**src/rtl/enc_pkg.sv**
```systemverilog
// Shared constants, types and helpers for the 16-line pending-event priority encoder.
package enc_pkg;

  localparam int unsigned N_IN  = 16;
  localparam int unsigned W_IDX = 4;

  typedef logic [W_IDX-1:0] idx_t;
  typedef logic [N_IN-1:0]  vec_t;

  function automatic vec_t onehot16(input idx_t i);
    return vec_t'(1) << i;
  endfunction

endpackage

```
**src/rtl/prio_enc16.sv**
```systemverilog
// Combinational 16-bit priority search starting at 'start', ascending with wrap;
// with start tied to 0 this is plain lowest-index-wins.
module prio_enc16
  import enc_pkg::*;
(
  input  logic [15:0] vec,
  input  logic [3:0]  start,
  output logic        found,
  output logic [3:0]  idx
);

  vec_t rot;
  idx_t off;

  // Rotate so that bit 'start' lands at position 0, then pick the lowest set bit.
  always_comb begin
    rot = '0;
    off = '0;
    for (int i = 0; i < int'(N_IN); i++) begin
      rot[i] = vec[idx_t'(idx_t'(i) + start)];
    end
    for (int i = int'(N_IN) - 1; i >= 0; i--) begin
      if (rot[i]) off = idx_t'(i);
    end
  end

  assign found = |vec;
  assign idx   = idx_t'(start + off);

endmodule

```
**src/rtl/enc_16x4_pend.sv**
```systemverilog
// Sticky pending-event register with valid/ready index presentation.
// Optional round-robin arbitration is enabled by defining ENC_ROUND_ROBIN_EN.
module enc_16x4_pend
  import enc_pkg::*;
(
  input  logic        clk,
  input  logic        rstn,
  input  logic        en,
  input  logic [15:0] evt,
  output logic        idx_vld,
  input  logic        idx_rdy,
  output logic [3:0]  idx,
  output logic        busy,
  output logic        ovf,
  input  logic        ovf_clr
);

  vec_t pend_q, pend_d;
  vec_t ack_mask, cand, evt_in;
  logic vld_q, vld_d;
  logic ovf_q, ovf_d;
  idx_t idx_q, idx_d;
  idx_t start, enc_idx;
  logic found, ack, load;

  assign ack      = vld_q & idx_rdy;
  assign ack_mask = ack ? onehot16(idx_q) : '0;
  assign cand     = pend_q & ~ack_mask;
  assign evt_in   = en ? evt : '0;
  assign load     = ~vld_q | ack;

`ifdef ENC_ROUND_ROBIN_EN
  idx_t rr_ptr_q, rr_ptr_d;

  assign start = rr_ptr_q;

  always_comb begin
    rr_ptr_d = rr_ptr_q;
    if (ack) rr_ptr_d = idx_t'(idx_q + idx_t'(1));
  end

  always_ff @(posedge clk or negedge rstn) begin
    if (!rstn) rr_ptr_q <= '0;
    else       rr_ptr_q <= rr_ptr_d;
  end
`else
  assign start = '0;
`endif

  prio_enc16 u_prio (
    .vec   (cand),
    .start (start),
    .found (found),
    .idx   (enc_idx)
  );

  // Next state: set beats ack-clear on pend, set beats clear on ovf.
  always_comb begin
    pend_d = cand | evt_in;
    vld_d  = vld_q;
    idx_d  = idx_q;
    ovf_d  = (|(evt_in & cand)) | (ovf_q & ~ovf_clr);
    if (load) begin
      vld_d = found;
      if (found) idx_d = enc_idx;
    end
  end

  always_ff @(posedge clk or negedge rstn) begin
    if (!rstn) begin
      pend_q <= '0;
      vld_q  <= 1'b0;
      idx_q  <= '0;
      ovf_q  <= 1'b0;
    end else begin
      pend_q <= pend_d;
      vld_q  <= vld_d;
      idx_q  <= idx_d;
      ovf_q  <= ovf_d;
    end
  end

  assign idx_vld = vld_q;
  assign idx     = idx_q;
  assign busy    = |pend_q;
  assign ovf     = ovf_q;

endmodule

```
**config.mk**
```make
export PLATFORM = sky130hd
export DESIGN_NAME = enc_16x4_pend
export DESIGN_NICKNAME = d
export VERILOG_FILES = /design/src/rtl/enc_pkg.sv /design/src/rtl/prio_enc16.sv /design/src/rtl/enc_16x4_pend.sv
export SDC_FILE = /design/constraint.sdc
export NUM_CORES = 1
export LEC_CHECK = 0
export CAP_MARGIN = 20
export CORE_MARGIN = 4
export CORE_UTILIZATION = 35
export CTS_BUF_LIST = sky130_fd_sc_hd__clkbuf_4
export DETAILED_ROUTE_END_ITERATION = 7
export GPL_ROUTABILITY_DRIVEN = 1
export HOLD_SLACK_MARGIN = 0.05
export PLACE_DENSITY = 0.64
export SETUP_SLACK_MARGIN = 0.02
export SKIP_LAST_GASP = 1
export SYNTH_ARGS = -nofsm -noshare
export SYNTH_HDL_FRONTEND = slang
export SYNTH_SLANG_ARGS = --single-unit
```
**constraint.sdc**
```tcl
create_clock -name clk -period 3.2 [get_ports clk]
set_clock_uncertainty 0.2 [all_clocks]
set_input_delay 0.48 -clock clk [delete_from_list [all_inputs] [get_ports clk]]
set_output_delay 0.48 -clock clk [all_outputs]
set_load 0.02 [all_outputs]
```
==> out/results.ini, run 1 <==
[critical_path]
worstPathMaxFanout = 3
path_cells = nor4_1, nand4_1, clkdlybuf4s50_1
critPathBufInv = 1
critical_path.max_stage_delay_ns = 0.57
critical_path_arrival_ns = 1.91
crit_slowest_cell = clkdlybuf4s50_1
crit_path_end_kind = output pin
crit_family = simple AND/OR/NAND/NOR gates
cp.required_ns = 2.52
start_kind = flop
critPathKind = flop to output pin

[clock_tree]
post_cts_buffers = 0
clock_tree.buffer_depth = 2
cts_made_buffers = 3
cts_tree = yes
clk_latency_ns = 0.33
cts_hold_buffers = 0
htreeDepth = 1
cts-root-buf = clkbuf_4
clock-sinks = 22
clk_pin_slew_worst_paths_ns = 0.14
cts_resized = 0

[timing]
tns_ns = 0
relSlewSlack = 0.564
period_share = 0.810
rsz0062_at_grt = false
setup_viol = 0
slew_violations = 0
hold_viol_final = 0
fin_crit_ns = 2.59
worst_pin_slew_ns = 0.652
timing.fmax_mhz = 386
finalWorstSetupSlack_ns = 0.608

[yosys]
synthTopCellsByArea = dfrtp_1 41%, nand2_1 10%, o21a_1 3.9%
syn_area_per_cell_um2 = 8.80
synth_flop_cell = dfrtp_1
synth_seq_area_share = 0.412
synth_area_um2 = 1340
netlist_instances = 152
yosysMostFrequentCell = nand2_1
synth-edff-count = 0
yosysWarningCount = 0
synth_cell_type_count = 33
async_reset_ff_frac = 1.00
synth_area_leader_cell = dfrtp_1
synth.top_cell.area_share = 0.412
syn_nets = 173
yosys_register_bits = 22
synthTopCellsByCount = 36 x nand2_1, 22 x dfrtp_1, 13 x inv_1

[place]
preCtsSetupSlack_ns = 0.258
placed_cells = 228
gp_routability_congestion = 0.938
placement.io_buffers = 27
placed_cell_area_um2 = 1680
dp_hpwl_mm = 3.10

[detailed_routing]
drtIter0Drc = 97
viasPerCell = 5.63
drtAntennaViolNets = 0
firstDrtPassIters = 4
vias = 1305
drc = 0
wirelength_mm = 3.89
wire_per_inst_um = 16.8

[worst_hold_path]
min_path_type = primary input to asynchronous set/reset pin

[power_and_ir_drop]
power.density_nw_per_um2 = 452
peakVddDrop_v = 0.000147
p_total_mw = 0.785
leakagePower_nw = 0.676

[floorplanning]
die_w_um = 69.8
num_rows = 22
core_area_um2 = 3690
die-area_um2 = 4870
io_pins = 28
start_util = 0.363
die_h_um = 69.8

[cells_and_area]
finalInstanceArea_um2 = 1740
final_cells = 232
antennaDiodeCount = 0
fin_nets = 206
syn_to_final_growth_pct = 29.7
layout-drive-gt1-share = 0.125

[global_routing]
grt_pass1_vias = 1280
grt_max_degree = 23
grt_use_total = 0.160
overflow = 0
grt_pass1_wl_mm = 6.30
antenna_found_initial = 0

[outcome]
status = completed

[run]
maxCapViolCount = 0

cell usage in the layout, fill, tap and decap left out, drive strengths merged, types with 2 or more instances in the layout:
cell type      count
a41oi              2
nand4b             3
o21ai             17
a21oi              2
inv               13
buf                3
nor2               7
nor4               4
nand4              6
clkdlybuf4s50     27
o31ai              2
a21o               2
or2                3
dfrtp             22
a221oi             4
nand2             36
o211ai             3
o22ai              5
clkbuf             3
o21a               7
nand2b             3
final timing paths:
path                       cells past startpoint  slack, ns        from   endpoint
max                                            3       0.61  pend_q[11]       busy
min                                            2       0.28        rstn  pend_q[5]
max reg2reg                                    6       0.87      idx[0]     idx[0]
min reg2reg                                    1       0.33         ovf        ovf
max in group asynchronous                      2       2.28        rstn  pend_q[0]
min in group clk                               1       0.33         ovf        ovf
state kept, by name, indices dropped and copies added (netlist names):
name     cells
pend_q      16
idx_vld      1
idx          4
ovf          1
metal layers:
metal,vias to the layer above,part of all wire,global-route usage
met5,-,0,0
met4,0,0.010,0.0404
met3,4,0.055,0.0261
met2,44,0.48,0.260
met1,637,0.46,0.221
li1,620,-,-
report_power, final:
part           internal [mW]  switching (mW)
Combinational         0.0937           0.128
Clock                  0.127          0.0935
Sequential             0.309          0.0340
Total                  0.529           0.256
cell type report:
type / count / area [um^2]
multi-input combinational: 115 / 731
tap: 48 / 60.1
timing repair buffer: 30 / 293
clock inverter: 1 / 30.0
sequential: 22 / 551
inverter: 13 / 48.8
clock buffer: 3 / 22.5
fill: 394 / 1950
cells by family after synthesis:
| family | after synthesis | synth area share |
|---|---|---|
| AOI/OAI and AO/OA | 49 | 0.273 |
| and+or+nand+nor | 66 | 0.273 |
| DFF | 22 | 0.412 |
| buffers and inverters | 15 | 0.0421 |
per-stage QoR:
stage / utilization / hold WS, ns
after floorplan: - / -0.0156
after global placement: 0.456 / 0.299
final: 0.470 / 0.281
after CTS: 0.470 / 0.295
after global routing: 0.470 / 0.336
after detailed placement: 0.456 / 0.302
Note: power is estimated with default switching activity, not from simulation.
==> run 2, diff against run 1 <==
==> constraint.sdc (replaced) <==
create_clock -name clk -period 2.4 [get_ports clk]
set_clock_uncertainty 0.2 [all_clocks]
set_input_delay 0.36 -clock clk [delete_from_list [all_inputs] [get_ports clk]]
set_output_delay 0.36 -clock clk [all_outputs]
set_load 0.02 [all_outputs]
==> run 2 against run 1 <==
Net effect: die area unchanged; global-route usage up 1.6 points; via count up 6.1%; clock-buffer cell count unchanged; wire length up 5.4%; critical path depth up 4.
==> out/results.ini, run 2 (synthesized netlist as in run 1, its figures left out) <==
[global_routing]
grt_pass1_wl_mm = 6.89  ; +9.3%
grt_pass1_vias = 1449  ; +13%
grt_use_total = 0.176  ; +0.0161
overflow = 0  ; unchanged
grt_max_degree = 23  ; unchanged
antenna_found_initial = 0  ; unchanged

[floorplanning]
core_area_um2 = 3690  ; unchanged
io_pins = 28  ; unchanged
die-area_um2 = 4870  ; unchanged
start_util = 0.363  ; unchanged
die_w_um = 69.8  ; unchanged
die_h_um = 69.8  ; unchanged
num_rows = 22  ; unchanged

[power_and_ir_drop]
power.density_nw_per_um2 = 527  ; +16%
internal-power_mw = 0.651  ; +23%
clkPwrFrac = 0.180  ; -0.101
p_seq_frac = 0.458  ; +0.021
leakagePower_nw = 0.783  ; +16%
p_sw_mw = 0.356  ; +39%
peakVddDrop_v = 0.000358  ; +140%
sw_frac_of_total = 0.354  ; +0.0279
p_comb_frac = 0.363  ; +0.080

[detailed_routing]
wirelength_mm = 4.10  ; +5.4%
drtIter0Drc = 58  ; -40%
vias = 1385  ; +6.1%
wire_per_inst_um = 16.1  ; -4.1%
firstDrtPassIters = 4  ; unchanged
viasPerCell = 5.43  ; -3.4%
drtAntennaViolNets = 0  ; unchanged
drc = 0  ; unchanged

[cells_and_area]
regMostFlops = pend_q
fin_nets = 229  ; +11%
final_common_cell = nand2_1
final_cells = 255  ; +9.9%
largest_reg_flops = 16  ; unchanged
mostFrequentLayoutCells = 36 x nand2_1, 26 x clkdlybuf4s50_1, 26 x buf_4
syn_to_final_growth_pct = 42.9
antennaDiodeCount = 0  ; unchanged
layout-drive-gt1-share = 0.232  ; +0.107

[timing]
worst_pin_slew_ns = 0.630  ; -0.0225 ns
relSlewSlack = 0.579  ; +0.0150
slew_violations = 0  ; unchanged
timing.fmax_mhz = 438
rsz0062_at_grt = true
fin_crit_ns = 2.29
period_share = 0.952
hold_viol_final = 0  ; unchanged
setup_viol = 0  ; unchanged
finalWorstSetupSlack_ns = 0.115  ; -0.493 ns

[clock_tree]
clock_tree.buffer_depth = 2  ; unchanged
clk_pin_slew_worst_paths_ns = 0.13  ; about the same
clk_latency_ns = 0.32  ; about the same
cts-root-buf = clkbuf_4
htreeDepth = 1  ; unchanged
cts_hold_buffers = 0  ; unchanged
cts_made_buffers = 3  ; unchanged
cts_tree = yes
clock-sinks = 22  ; unchanged

[critical_path]
critical_path_arrival_ns = 2.31  ; +0.40 ns
crit_path_end_kind = flop
start_kind = primary input
critPathKind = primary input to flop
cp.required_ns = 2.42  ; -0.10 ns
worstPathMaxFanout = 5  ; +2

[place]
placement.io_buffers = 27  ; unchanged
gp_routability_congestion = 1.00  ; +7.1%
placed_cells = 251  ; +10%
preCtsSetupSlack_ns = -0.253  ; -0.511 ns
dp_hpwl_mm = 3.29  ; +6.2%

[outcome]
status = completed

[run]
maxCapViolCount = 0  ; unchanged

[worst_hold_path]
min_path_type = primary input to asynchronous set/reset pin

-- run 2: through the flow --
| step | TNS [ns] | area, um^2 | total power, mW | utilization | hold WS [ns] |
|---|---|---|---|---|---|
| floorplan | 0 | 1340 | 0.620 | - | -0.136 |
| global placement | -0.930 | 1860 | 0.815 | 0.503 | 0.295 |
| detailed placement | -1.03 | 1860 | 0.818 | 0.503 | 0.294 |
| CTS | 0 | 1890 | 0.999 | 0.512 | 0.191 |
| global route | 0 | 1910 | 1.07 | 0.518 | 0.185 |
| finish | 0 | 1910 | 1.01 | 0.518 | 0.176 |
-- run 2: power by group through the flow --
stage / Sequential (mW) / Clock [mW] / Combinational [mW]
floorplan: 0.464 / 0 / 0.156
global placement: 0.460 / 0 / 0.354
detailed placement: 0.461 / 0 / 0.357
CTS: 0.456 / 0.185 / 0.358
global route: 0.467 / 0.202 / 0.395
finish: 0.461 / 0.181 / 0.365
-- run 2: critical path: stages --
cell and delay (ns):
clkdlybuf4s50_1 0.64, nand4b_4 0.20, o21ai_2 0.35, nand4b_4 0.17, o41ai_4 0.43, nand2_1 0.09, o31ai_1 0.08
-- run 2: metal layers --
metal / global-route usage / part of all wire / up-vias / routed length, um
li1: - / - / 667 / -
met1: 0.225 / 0.44 / 660 / 1800
met2: 0.304 / 0.48 / 54 / 1980
met3: 0.0406 / 0.072 / 4 / 295
met4: 0.0340 / 0.0063 / 0 / 26
met5: 0 / 0 / - / 0
-- run 2: cell type report --
class / instances / area (um^2)
sequential: 22 / 551
clock buffer: 3 / 22.5
clock inverter: 1 / 3.75
timing repair buffer: 53 / 464
tap: 48 / 60.1
multi-input combinational: 115 / 762
inverter: 13 / 48.8
fill: 372 / 1780
-- run 2: worst paths after layout --
path / from / end / slack [ns] / depth (start not counted)
worst max register to register: idx[1] / idx[0] / 0.15 / 6
min in group clk: ovf / ovf / 0.33 / 1
worst min register to register: ovf / ovf / 0.33 / 1
max in group asynchronous: rstn / pend_q[3] / 1.59 / 2
worst max-delay path: idx_rdy / idx[0] / 0.11 / 7
worst min-delay path: rstn / pend_q[12] / 0.18 / 2
-- run 2: what timing repair did --
action | 4_1_cts | 5_1_grt
resized for setup | 2 | 4
endpoints found under the setup margin | 1 | 5
setup buffers | 0 | 0
==> run 3, diff against run 2 <==
--- a/config.mk
+++ b/config.mk
@@ -6,7 +6,6 @@
 export NUM_CORES = 1
 export LEC_CHECK = 0
 export CAP_MARGIN = 20
-export CORE_MARGIN = 4
 export CORE_UTILIZATION = 35
 export CTS_BUF_LIST = sky130_fd_sc_hd__clkbuf_4
 export DETAILED_ROUTE_END_ITERATION = 7
==> run 3 against run 2 <==
Net effect: sequential share of layout area rose by 0.27 points; critical path depth did not move; critical endpoint unchanged; first-iteration DRC count rose by 24%; power fell by 0.22%; register-to-register slack improved by 0.05 ns; design area fell by 0.92%; via count fell by 1.7%; largest cell class unchanged; sequential cell count did not move; cell count fell by 0.39%.
==> out/results.ini, run 3 (synthesized netlist as in run 1, its figures left out) <==
[timing]
fin_crit_ns = 2.20  ; -0.0850 ns
period_share = 0.917  ; -0.0354
worst_pin_slew_ns = 0.557  ; -0.0726 ns
slew_violations = 0  ; unchanged
rsz0062_at_grt = false
setup_viol = 0  ; unchanged
timing.fmax_mhz = 455  ; +3.9%
relSlewSlack = 0.627  ; +0.0486
hold_viol_final = 0  ; unchanged

[critical_path]
worstPathMaxFanout = 6  ; +1
crit_slowest_cell = dfrtp_1
cp.required_ns = 2.43  ; about the same
start_kind = flop
path_cells = nand4bb_2, o21ai_2, buf_4, nand2_1, a221oi_1, a21oi_1, o31ai_1
crit_family = compound AO/OA/AOI/OAI gates
critPathKind = flop to flop
crit_path_end_kind = flop
critical_path.max_stage_delay_ns = 0.47  ; -0.17 ns
critical_path_arrival_ns = 2.23  ; -0.08 ns
critPathBufInv = 1  ; unchanged

[clock_tree]
clk_pin_slew_worst_paths_ns = 0.13  ; about the same
cts_tree = yes
cts_made_buffers = 3  ; unchanged
cts_hold_buffers = 0  ; unchanged
clk_latency_ns = 0.31  ; about the same
cts-root-buf = clkbuf_4
post_cts_buffers = 0  ; unchanged
clock-sinks = 22  ; unchanged
clock_tree.buffer_depth = 2  ; unchanged
cts_resized = 2  ; unchanged
htreeDepth = 1  ; unchanged

[cells_and_area]
layout-drive-gt1-share = 0.223  ; -0.00858
mostFrequentLayoutCells = 36 x nand2_1, 25 x clkdlybuf4s50_1, 25 x buf_4
syn_to_final_growth_pct = 41.6
fin_nets = 228  ; -0.44%
final_common_cell = nand2_1
antennaDiodeCount = 0  ; unchanged
largest_reg_flops = 16  ; unchanged
regMostFlops = pend_q
finalInstanceArea_um2 = 1890  ; -0.92%
final_cells = 254  ; -0.39%

[detailed_routing]
drtAntennaViolNets = 0  ; unchanged
firstDrtPassIters = 4  ; unchanged
drc = 0  ; unchanged
drtIter0Drc = 72  ; +24%
vias = 1362  ; -1.7%
wirelength_mm = 3.99  ; -2.6%
viasPerCell = 5.36  ; -1.3%
wire_per_inst_um = 15.7  ; -2.3%

[place]
gp_routability_congestion = 0.904  ; -10%
dp_hpwl_mm = 3.25  ; -1.3%
placed_cells = 250  ; -0.40%
placed_cell_area_um2 = 1850  ; -0.40%
placement.io_buffers = 27  ; unchanged

[floorplanning]
start_util = 0.365  ; +0.00273
die_w_um = 63.8  ; -8.6%
io_pins = 28  ; unchanged
die_h_um = 63.8  ; -8.6%
die-area_um2 = 4070  ; -16%
num_rows = 22  ; unchanged
core_area_um2 = 3660  ; -0.75%

[global_routing]
grt_use_total = 0.220  ; +0.0438
grt_max_degree = 23  ; unchanged
grt_pass1_wl_mm = 6.80  ; -1.3%
overflow = 0  ; unchanged
grt_pass1_vias = 1435  ; -0.97%
antenna_found_initial = 0  ; unchanged

[worst_hold_path]
min_path_type = primary input to asynchronous set/reset pin

[power_and_ir_drop]
power.density_nw_per_um2 = 531  ; +0.71%
leakagePower_nw = 0.786  ; +0.34%
peakVddDrop_v = 0.000208  ; -42%

[outcome]
status = completed

[run]
maxCapViolCount = 0  ; unchanged

run 3: cell type report:
cell class	instances	area [um^2]
multi-input combinational	115	749
fill	362	1770
clock buffer	3	22.5
inverter	13	48.8
tap	48	60.1
clock inverter	1	3.75
sequential	22	551
timing repair buffer	52	459
run 3: routing by layer:
metal | vias up | track usage | part of all wire
li1 | 664 | - | -
met3 | 4 | 0.0321 | 0.039
met4 | 0 | 0.0483 | 0.0073
met2 | 50 | 0.374 | 0.50
met5 | - | 0 | 0
met1 | 644 | 0.294 | 0.45
run 3: worst reg2reg max path, stage by stage (launching register included):
cell	delay [ns]
dfrtp_1	0.47
nand4bb_2	0.40
o21ai_2	0.28
buf_4	0.17
nand2_1	0.05
a221oi_1	0.21
a21oi_1	0.11
o31ai_1	0.22
run 3: worst paths after layout:
check | start | to | slack [ns] | cells past startpoint
max | idx[0] | idx[0] | 0.20 | 7
min | rstn | idx[2] | 0.18 | 2
max reg2reg | idx[0] | idx[0] | 0.20 | 7
min reg2reg | ovf | ovf | 0.34 | 1
max in group asynchronous | rstn | pend_q[13] | 1.59 | 2
min in group clk | ovf | ovf | 0.34 | 1
run 3: per-stage QoR:
step	hold slack (ns)	power [mW]	worst slack [ns]	TNS, ns	util
global placement	0.293	0.819	-0.215	-0.867	0.505
floorplan	-0.136	0.620	0.271	0	-
detailed placement	0.294	0.824	-0.257	-0.976	0.505
finish	0.177	1.01	0.200	0	0.517
global route	0.179	1.07	0.0322	0	0.517
CTS	0.185	1.01	0.0890	0	0.513
run 3: report_power, final:
| group | internal (mW) | leakage (nW) | switching (mW) |
|---|---|---|---|
| Combinational | 0.178 | 0.552 | 0.186 |
| Clock | 0.0608 | 0.0154 | 0.120 |
| Sequential | 0.412 | 0.219 | 0.0491 |
